File: config.mk
export PLATFORM = sky130hd
export DESIGN_NAME = pong_score_keeper
export DESIGN_NICKNAME = d
export VERILOG_FILES = /design/src/rtl/pong_score_keeper.sv
export SDC_FILE = /design/constraint.sdc
export NUM_CORES = 1
export LEC_CHECK = 0
export BUFFER_PORTS_ARGS = -buffer_cell sky130_fd_sc_hd__buf_2
export CAP_MARGIN = 20
export CORE_MARGIN = 5
export CORE_UTILIZATION = 45
export DETAILED_ROUTE_END_ITERATION = 8
export SYNTH_ARGS = -nofsm -noshare
export SYNTH_HDL_FRONTEND = slang
export SYNTH_SLANG_ARGS = --single-unit
File: constraint.sdc
create_clock -name clk -period 3 [get_ports clk]
set_input_delay 0.45 -clock clk [delete_from_list [all_inputs] [get_ports clk]]
set_output_delay 0.45 -clock clk [all_outputs]
set_load 0.01 [all_outputs]
File: src/rtl/pong_score_keeper.sv
// Pong game-state and scoring: serve timing, per-player scores and rally-driven speed level.
// Optional win limit enabled by defining KEEPER_WIN_LIMIT_EN.
module pong_score_keeper #(
    parameter int unsigned SERVE_TICKS    = 8,
    parameter int unsigned HITS_PER_LEVEL = 4,
    parameter int unsigned MAX_LEVEL      = 9,
    parameter int unsigned WIN_SCORE      = 11
) (
    input  logic       clk,
    input  logic       rst_n,
    input  logic       game_clock,
    input  logic       start,
    input  logic       hit,
    input  logic       miss_l,
    input  logic       miss_r,
    output logic [3:0] score_l,
    output logic [3:0] score_r,
    output logic [3:0] level,
    output logic       serve,
    output logic       playing,
    output logic       game_over,
    output logic       winner
);

    localparam int unsigned SCORE_W = 4;
    localparam int unsigned CNT_W   = 8;
`ifdef KEEPER_WIN_LIMIT_EN
    localparam bit WIN_EN = 1'b1;
`else
    localparam bit WIN_EN = 1'b0;
`endif

    typedef enum logic [1:0] {S_IDLE, S_SERVE, S_PLAY, S_OVER} state_e;

    state_e             state_q, state_d;
    logic               sync1_q, sync2_q, hist_q;
    logic [CNT_W-1:0]   serve_cnt_q, serve_cnt_d;
    logic [CNT_W-1:0]   rally_q, rally_d;
    logic [SCORE_W-1:0] score_l_q, score_l_d, score_r_q, score_r_d, level_q, level_d;
    logic               serve_q, serve_d, playing_q, playing_d;
    logic               game_over_q, game_over_d, winner_q, winner_d;
    logic               step_c;
    logic [CNT_W-1:0]   quot_c;
    logic [SCORE_W-1:0] inc_l_c, inc_r_c;

    // Either edge of the synchronized game clock is one game step.
    assign step_c  = sync2_q ^ hist_q;
    assign inc_l_c = score_l_q + SCORE_W'(1);
    assign inc_r_c = score_r_q + SCORE_W'(1);

    always_comb begin
        state_d     = state_q;
        serve_cnt_d = serve_cnt_q;
        rally_d     = rally_q;
        score_l_d   = score_l_q;
        score_r_d   = score_r_q;
        level_d     = level_q;
        serve_d     = 1'b0;
        winner_d    = winner_q;
        quot_c      = '0;

        if (start) begin
            state_d     = S_SERVE;
            serve_cnt_d = CNT_W'(SERVE_TICKS);
            rally_d     = '0;
            score_l_d   = '0;
            score_r_d   = '0;
            level_d     = '0;
            winner_d    = 1'b0;
        end else begin
            case (state_q)
                S_SERVE: begin
                    if (step_c) begin
                        serve_cnt_d = serve_cnt_q - CNT_W'(1);
                        if (serve_cnt_q == CNT_W'(1)) begin
                            serve_d = 1'b1;
                            state_d = S_PLAY;
                        end
                    end
                end
                S_PLAY: begin
                    if (miss_l || miss_r) begin
                        rally_d     = '0;
                        level_d     = '0;
                        serve_cnt_d = CNT_W'(SERVE_TICKS);
                        state_d     = S_SERVE;
                        // miss_l outranks miss_r; the missing side's opponent scores.
                        if (miss_l) begin
                            score_r_d = inc_r_c;
                            if (WIN_EN && inc_r_c == SCORE_W'(WIN_SCORE)) begin
                                state_d  = S_OVER;
                                winner_d = 1'b1;
                            end
                        end else begin
                            score_l_d = inc_l_c;
                            if (WIN_EN && inc_l_c == SCORE_W'(WIN_SCORE)) begin
                                state_d  = S_OVER;
                                winner_d = 1'b0;
                            end
                        end
                    end else if (hit) begin
                        if (rally_q != '1) begin
                            rally_d = rally_q + CNT_W'(1);
                        end
                        quot_c  = rally_d / CNT_W'(HITS_PER_LEVEL);
                        level_d = (quot_c > CNT_W'(MAX_LEVEL)) ? SCORE_W'(MAX_LEVEL)
                                                               : quot_c[SCORE_W-1:0];
                    end
                end
                default: ;
            endcase
        end

        playing_d   = (state_d == S_PLAY);
        game_over_d = (state_d == S_OVER);
    end

    always_ff @(posedge clk or negedge rst_n) begin
        if (!rst_n) begin
            state_q     <= S_IDLE;
            sync1_q     <= 1'b0;
            sync2_q     <= 1'b0;
            hist_q      <= 1'b0;
            serve_cnt_q <= '0;
            rally_q     <= '0;
            score_l_q   <= '0;
            score_r_q   <= '0;
            level_q     <= '0;
            serve_q     <= 1'b0;
            playing_q   <= 1'b0;
            game_over_q <= 1'b0;
            winner_q    <= 1'b0;
        end else begin
            state_q     <= state_d;
            sync1_q     <= game_clock;
            sync2_q     <= sync1_q;
            hist_q      <= sync2_q;
            serve_cnt_q <= serve_cnt_d;
            rally_q     <= rally_d;
            score_l_q   <= score_l_d;
            score_r_q   <= score_r_d;
            level_q     <= level_d;
            serve_q     <= serve_d;
            playing_q   <= playing_d;
            game_over_q <= game_over_d;
            winner_q    <= winner_d;
        end
    end

    assign score_l   = score_l_q;
    assign score_r   = score_r_q;
    assign level     = level_q;
    assign serve     = serve_q;
    assign playing   = playing_q;
    assign game_over = game_over_q;
    assign winner    = winner_q;

endmodule

Word level (Yosys, flattened, before mapping)
Index checks and enable logic that the tools add are counted.
{ "word_totals": {"ff_bits": 36, "input_bits": 7, "output_inout_bits": 16, "word_cells": 75} }
{ "classes": {"addsub": 4, "n_lt_le_gt_ge": 1, "eq_ne": 9, "n_mux": 35, "bitwise": 1, "reduce_logical": 12} }
{ "op_table": {"columns": ["op", "count"], "rows": [
  ["2-to-1 mux 8 bit", 12],
  ["2-to-1 mux 4 bit", 13],
  ["case mux 8 bit (2 select lines)", 1],
  ["AND reduction 3 bit", 4],
  ["nonzero test 3 bit", 3],
  ["adder 4 x 1 -> 4 bit (second input constant)", 2],
  ["adder 8 x 1 -> 8 bit (second input constant)", 1],
  ["equality test 8 x 1 -> 1 bit (second input constant)", 1],
  ["2-to-1 mux 2 bit", 4],
  ["inequality test 8 bit (second input constant)", 1],
  ["subtractor 8 x 1 -> 8 bit (second input constant)", 1],
  ["equality test 2 bit (second input constant)", 3],
  ["greater-than comparator 6 x 4 -> 1 bit (second input constant)", 1],
  ["inequality test 3 bit (second input constant)", 2],
  ["nonzero test 2 bit", 3],
  ["2-to-1 mux 1 bit", 4],
  ["case mux 2 bit (2 select lines)", 1],
  ["equality test 2 x 1 -> 1 bit (second input constant)", 1],
  ["inequality test 2 bit (second input constant)", 1],
  ["AND reduction 2 bit", 1],
  ["logical OR 1 bit", 1],
  ["XOR 1 bit", 1]
]} }

Longest topological paths before layout
Gate-level depths: netlist of run 1.
{ "depth": {"depth_word": 12, "mapped_depth": 8} }

Worst setup path after synthesis of run 1
No wires, ideal clock.
{ "synth_path": {"path_kind": "flip-flop to flip-flop", "startpoint": "register state_q[0]", "endpoint": "register serve_cnt_q[3]", "setup_ns": 0.128, "arrival_time_ns": 1.781, "required_time_ns": 2.872, "slack_ns": 1.092, "path_stages_with_launch": 7, "cell_sequence": "dfrtp_1 inv_1 ha_1 nor3b_1 a211o_4 a2111oi_4 mux2_1"} }
{ "synth_between": {"elab_chain_len": 3} }
{ "synth_lines": {"columns": ["item", "line_no", "source"], "rows": [
  ["start: declaration", "35", "state_e state_q, state_d;"],
  ["start signal: assignment", "134", "state_q <= state_d;"],
  ["equality test 2 bit / equality test 2 x 1 -> 1 bit (equally long branches)", "71", "case (state_q)"],
  ["inequality test 3 bit (no source line) (tied with other cells)", null, null],
  ["AND reduction 3 bit (no source line) / 2-to-1 mux 8 bit (equally long branches)", null, null],
  ["end signal: assignment", "138", "serve_cnt_q <= serve_cnt_d;"],
  ["end: declaration", "37", "logic [CNT_W-1:0] serve_cnt_q, serve_cnt_d;"]
]} }
Several ways; a longest one is shown, not always the timed one.
A chain may end at the register's enable or synchronous reset.

Worst setup path after layout of run 1
Ends and elaborated chain as after synthesis.

==> metrics.md, run 1 <==
| Metric | Value |
|---|---|
| Status | `completed` |
| Final Max Slew Viols | `0` |
| Syn Inst Count | `215` |
| Fmax | `~0.46 GHz` |
| Ports | `23` |
| Fraction of registers with async set/reset | `100%` |
| Core area | `approximately 4300 um^2` |
| DRT antenna net count | `0` |
| Final worst-path cycle share | `72.8%` |
| Area Overhead vs Synth | `10.2%` |
| DP HPWL | `approximately 2700 um` |
| TritonCTS Buffers | `5` |
| TNS Setup | `0 ps` |
| Full die area | `~6000 um^2` |
| Clock slew at reported path FFs | `80 ps` |
| # setup viols final | `0` |
| Final #Nets | `between 200 and 250` |
| Total Routed Length | `roughly 3900 um` |
| All-Layer GR Usage | `14.3%` |
| CTS sink cnt | `36` |
| Clock power frac | `between 20% and 30%` |
| Combinational power share | `23.2%` |
| CP Class | `reg -> reg` |
| Die height | `between 70 and 80 um` |
| Utilization after layout | `a little over 50%` |
| Pre-antenna DRT Iters | `4` |
| Register bit total from synthesis | `36` |
| TritonCTS clock tree | `built` |
| Crit path cell chain | `inv_1 -> ha_1 -> nor3b_1 -> a211o_4 -> a2111oi_4 -> mux2_1` |
| Power per Cell Area | `555 nW/um^2` |
| Worst Setup Start Kind | `register` |
| Syn nets | `229` |
| Vias post-DR | `~1600` |
| WL/cell | `~14 um` |
| Initial antenna violation count | `0` |
| CP max stage cell | `dfrtp_1` |
| Final Skew | `9.28 ps` |
| WP buf/inv | `1` |
| Crit. path cell count | `6` |
| Initial DRC Count | `120` |
| CTS Root Cell | `clkbuf_8` |
| Critical path arrival | `around 2400 ps` |
| Post-CTS Hold Fix Bufs | `0` |
| P_sw | `between 0.0003 and 0.0004 W` |
| YS warnings | `0` |
| Initial Util | `a little under half` |
| Hold Crit Class | `in -> async` |
| Endpoints failing hold | `0` |
| First-pass GRT wire length | `around 6900 um` |
| Sequential share of power | `~48%` |
| Worst-path maximum fanout | `14` |
| # resized after CTS | `0` |
| RSZ-0062 raised after global routing | `false` |
| Largest net degree at the start of global routing | `37` |
| Post-synth EDFFs | `0` |
| Post-DR vias/cell | `approximately 5.6` |
| Avg Cell Area, Syn | `9.26 um^2` |
| Critical path data required time | `3170 ps` |
| Yosys cell types | `45` |
| Ant diodes | `0` |
| Number of global-route vias before repair | `roughly 1400` |
| Residual DRC | `0` |
| Setup Fix Bufs, Post-CTS | `0` |
| Later-pin clock latency in the skew report | `approximately 290 ps` |
| Die width | `76.5 um` |
| Internal | `0.000842 W` |
| Delay-heaviest family, CP | `compound AO/OA/AOI/OAI gates` |
| Switching share of total power | `a little under a third` |
| Synthesized area | `around 2000 um^2` |
| Static Leak | `around 1.1 nW` |
| GRT Residual Overflow | `0` |
| Port bufs | `21` |
| R2R depth | `6` |
| Fill cells | `around 430` |
| Top FF cell, synth | `dfrtp_1` |
| Peak supply drop | `between 300 and 400 uV` |
| Core Rows | `24` |
| Layout cells sized above 1 | `a little over an eighth` |
| Crit path largest cell delay | `370 ps` |
| Period minus WS final | `between 2000 and 2500 ps` |
| Max-cap violations | `0` |
| Crit path capture type | `register` |
| Worst slew margin relative to its limit | `46.1%` |
| H-tree depth reported by CTS | `2` |
| Routability cong. | `around 0.80` |
| CTS Buffer Depth | `2` |
| Sequential share of the synthesized area | `about 45%` |
| Worst Tran Pin Value | `approximately 810 ps` |
-- through the flow --
stage                     instances  total power [W]  hold slack (ps)  cell area [um^2]  setup slack [ps]
after floorplan                 215         0.000803              154              1990              1090
after global placement          275         0.000866              338              2110               909
after detailed placement        275         0.000870              337              2110               830
after CTS                       283          0.00123              256              2200               815
after global routing            283          0.00130              257              2200               684
final                           283          0.00122              248              2200               817
-- placed cells by master (no fill, tap or decap), types with 4 or more instances in the layout --
master / n
dfrtp_1: 36
nand3_1: 28
buf_2: 21
nand2_1: 17
inv_1: 14
nor2_1: 13
a21oi_1: 12
o21ai_0: 10
mux2i_1: 7
ha_1: 7
clkbuf_8: 6
nand4_1: 5
and3_1: 4
o211ai_1: 4
xor2_1: 4
-- cell type report --
type	instances	area (um^2)	share of cell area, %
multi-input cells	151	975	44.4
flip-flops and latches	36	901	41.0
well taps	52	65.1	2.96
inverters	14	52.6	2.39
clock buffers	8	90.1	4.10
repair buffers	22	113	5.13
-- power by group through the flow --
stage / logic, W / registers [W] / clock network, W
floorplan: 0.000226 / 0.000577 / 0
global placement: 0.000279 / 0.000586 / 0
detailed placement: 0.000283 / 0.000587 / 0
CTS: 0.000285 / 0.000578 / 0.000371
global route: 0.000322 / 0.000586 / 0.000397
finish: 0.000282 / 0.000578 / 0.000358
-- cells by family after synthesis --
group                    share of synthesized area (%)
AO/OA/AOI/OAI                                     16.7
buffers and inverters                             5.84
AND/OR/NAND/NOR                                   20.9
other                                            0.188
adder cells (fa/ha/maj)                           4.40
XOR/XNOR                                          2.64
multiplexers                                      4.08
flip-flops                                        45.2
-- flip-flops by register name (all words and copies together), names as in the netlist --
name	flops
sync1_q	1
rally_q	8
playing	1
serve	1
score_l	4
score_r	4
game_over	1
hist_q	1
state_q	2
level	4
serve_cnt_q	8
sync2_q	1
-- Yosys cell counts (all sizes together), types with 2 or more instances --
master | instances | area share (%)
dfrtp | 36 | 45
ha | 7 | 4.4
inv | 14 | 2.6
o311ai | 3 | 1.3
nor3 | 3 | 0.75
nand4 | 5 | 1.6
a21oi | 12 | 3.0
and4 | 2 | 0.88
xor2 | 4 | 1.8
clkbuf | 7 | 1.3
o211ai | 4 | 1.5
o21ai | 11 | 2.8
buf | 7 | 1.9
nand3 | 28 | 7.0
mux2i | 7 | 3.5
nor2b | 2 | 0.63
nor2 | 13 | 2.4
a21o | 3 | 1.1
and3 | 4 | 1.3
or3 | 3 | 0.94
xnor2 | 2 | 0.88
nand2 | 17 | 3.2
a211o | 2 | 1.3
-- worst paths after layout --
kind / start / end / slack (ps)
min reg2reg: sync1_q / sync2_q / 350
max: state_q[0] / serve_cnt_q[3] / 820
min in group clk: game_clock / sync1_q / 270
min: rst_n / rally_q[1] / 250
max reg2reg: state_q[0] / serve_cnt_q[3] / 820
max in group asynchronous: rst_n / level[3] / 2240
-- metal layers --
metal  GRT usage (%)  wire, um  vias up
met3            4.26       138        6
met4            5.59        56        0
met2            22.0      1830       21
met1            18.9      1920      753
met5               0         0        -
li1                -         -      796
Power figures use the tool's default switching activity.
==> run 2, diff against run 1 <==
--- a/config.mk
+++ b/config.mk
@@ -10,6 +10,7 @@
 export CORE_MARGIN = 5
 export CORE_UTILIZATION = 45
 export DETAILED_ROUTE_END_ITERATION = 8
+export PLACE_DENSITY = 0.67
 export SYNTH_ARGS = -nofsm -noshare
 export SYNTH_HDL_FRONTEND = slang
 export SYNTH_SLANG_ARGS = --single-unit
==> constraint.sdc (replaced) <==
create_clock -name clk -period 1.8 [get_ports clk]
set_input_delay 0.27 -clock clk [delete_from_list [all_inputs] [get_ports clk]]
set_output_delay 0.27 -clock clk [all_outputs]
set_load 0.01 [all_outputs]
==> run 2 against run 1 <==
The run now ends with negative setup slack left. Worst hold slack got worse by 160 ps. Via count rose by 4.4%. Utilization rose by 3.6 points. Critical path type unchanged.
==> metrics.md, run 2 (same netlist as run 1, synthesis figures left out) <==
| Metric | Value |
|---|---|
| Routability cong. | `0.826 (+2.9%)` |
| Utilization after layout | `54.3% (+3.6 points)` |
| Ports | `23 (unchanged)` |
| All-Layer GR Usage | `14.4% (+0.035 points)` |
| R2r setup slk | `-20 ps (-840 ps)` |
| Commonest non-fill, non-tap cell in the layout | `dfrtp_1` |
| Pre-antenna DRT Iters | `4 (unchanged)` |
| Residual DRC | `0 (unchanged)` |
| CP Class | `reg -> reg` |
| Initial DRC Count | `120 (unchanged)` |
| Top Registers | `rally_q x8, serve_cnt_q x8` |
| TritonCTS clock tree | `built` |
| Layout cells sized above 1 | `21.7% (+8.3 points)` |
| Failing checks | `negative setup slack` |
| TritonCTS Buffers | `5 (unchanged)` |
| Crit path capture type | `register` |
| Die height | `76.5 um (unchanged)` |
| CTS sink cnt | `36 (unchanged)` |
| Core Rows | `24 (unchanged)` |
| Worst-path maximum fanout | `4 (-10)` |
| Clock slew at reported path FFs | `70 ps (about the same)` |
| Commonest non-fill, non-tap cells in the layout | `dfrtp_1 (36), nand3_1 (28), buf_2 (21)` |
| H-tree depth reported by CTS | `2 (unchanged)` |
| Setup slack after layout | `-18.5 ps (-835 ps)` |
| Hold-critical path depth | `1` |
| Ant diodes | `0 (unchanged)` |
| Number of global-route vias before repair | `1545 (+8.7%)` |
| Final Skew | `13.0 ps (+3.77 ps)` |
| Die width | `76.5 um (unchanged)` |
| RSZ-0062 raised after global routing | `true` |
| GRT Residual Overflow | `0 (unchanged)` |
| Hold EP | `sync1_q` |
| Initial Util | `46.1% (unchanged)` |
| Static Leak | `1.15 nW (+8.7%)` |
| Period minus WS final | `1820 ps (-365 ps)` |
| Full die area | `5860 um^2 (unchanged)` |
| Vias post-DR | `1646 (+4.4%)` |
| Power per Cell Area | `882 nW/um^2 (+59%)` |
| Critical path data required time | `1970 ps (-1200 ps)` |
| Later-pin clock latency in the skew report | `290 ps (about the same)` |
| Final Max Slew Viols | `0 (unchanged)` |
| Peak supply drop | `584 uV (+71%)` |
| Place WS | `-25.3 ps (-855 ps)` |
| Final worst-path cycle share | `101% (+28 points)` |
| Fmax | `0.550 GHz (+20%)` |
| WL/cell | `13.0 um (-6.6%)` |
| Final #Nets | `262 (+7.4%)` |
| CTS Root Cell | `clkbuf_8` |
| Core area | `4320 um^2 (unchanged)` |
| Port bufs | `21 (unchanged)` |
| Fill cells | `403 (-6.5%)` |
| DRT antenna net count | `0 (unchanged)` |
| Post-DR vias/cell | `5.47 (-1.8%)` |
| DP HPWL | `2910 um (+6.9%)` |
| R2R depth | `6 (unchanged)` |
| Initial antenna violation count | `0 (unchanged)` |
| Setup Fix Bufs, Post-CTS | `0 (unchanged)` |
| Largest net degree at the start of global routing | `21 (-43%)` |
| CTS Buffer Depth | `2 (unchanged)` |
| Status | `finished, violations left` |
| Multi-input gate area | `981 um^2 (+0.64%)` |
| Crit Reg-Reg Endpoint | `serve_cnt_q[3]` |
| Area Overhead vs Synth | `18.0%` |
| Critical path arrival | `1990 ps (-360 ps)` |
| Reg2reg start | `state_q[0]` |
| Endpoints failing hold | `0 (unchanged)` |
| Reg area | `901 um^2 (unchanged)` |
| Hold Slack | `82.9 ps (-165 ps)` |
| Total Routed Length | `3920 um (-0.63%)` |
| First-pass GRT wire length | `7000 um (+1.9%)` |
| # setup viols final | `1 (+1)` |
| Hold wc startpoint | `game_clock` |
| Hold Crit Class | `in -> reg` |
| Max-cap violations | `0 (unchanged)` |
| Worst Setup Start Kind | `register` |
==> run 2: cell types whose count changed in the layout (fill, tap and decap cells not counted), sizes merged <==
cell         previous run  this run
buf                    22        39
clkbuf                  8         5
clkinv                  0         3
dlygate4sd3             0         1
==> run 2: critical path, stage by stage (launching register included) <==
cell and delay [ps]:
dfrtp_1 390, inv_2 50, ha_2 190, nor3b_1 160, a211o_4 280, a2111oi_4 290
mux2_1 340
==> run 2: metal layers <==
metal  GRT usage (%)  part of all wire (%)  vias up
li1                -                     -      828
met3            3.90                   3.7        6
met4            5.24                   1.5        0
met1            18.2                    48      787
met5               0                     0        -
met2            23.4                    46       25
==> run 2: report_power, final <==
| group | switching, W | internal, W |
|---|---|---|
| sequential | 0.0000739 | 0.000883 |
| combinational | 0.000280 | 0.000262 |
| clock | 0.000302 | 0.000270 |
| total | 0.000657 | 0.00141 |
==> run 2: stage by stage <==
| stage | area, um^2 | std cells | setup TNS [ps] | total power [W] |
|---|---|---|---|---|
| floorplan | 2000 | 215 | 0 | 0.00134 |
| global placement | 2250 | 292 | 0 | 0.00150 |
| detailed placement | 2250 | 292 | -25.3 | 0.00151 |
| CTS | 2350 | 301 | -23.7 | 0.00210 |
| global route | 2350 | 301 | -175 | 0.00222 |
| finish | 2350 | 301 | -18.5 | 0.00207 |
==> run 2: area by class of cell <==
class                           instances  area share (%)
Inverter                               14            2.24
Sequential cell                        36            38.3
Timing Repair Buffer                   40            11.2
Multi-Input combinational cell        151            41.7
Tap cell                               52            2.77
Clock inverter                          3           0.799
Clock buffer                            5            2.93
==> run 2: what timing repair did <==
action / 4_1_cts / 5_1_grt
hold endpoints to repair: 18 / 0
setup endpoints to repair: 1 / 7
hold buffers: 1 / 0
pin swaps: 0 / 1
resized for setup: 1 / 3
==> run 2: how the worst max path moves through the flow <==
stage,from,endpoint,slack [ps],cells after the start
detailed placement,state_q[0],serve_cnt_q[3],-30,6
global placement,state_q[0],serve_cnt_q[3],30,6
floorplan,state_q[0],serve_cnt_q[3],20,6
CTS,state_q[0],serve_cnt_q[3],-20,6
finish,state_q[0],serve_cnt_q[3],-20,6
global route,state_q[0],serve_cnt_q[3],-80,6
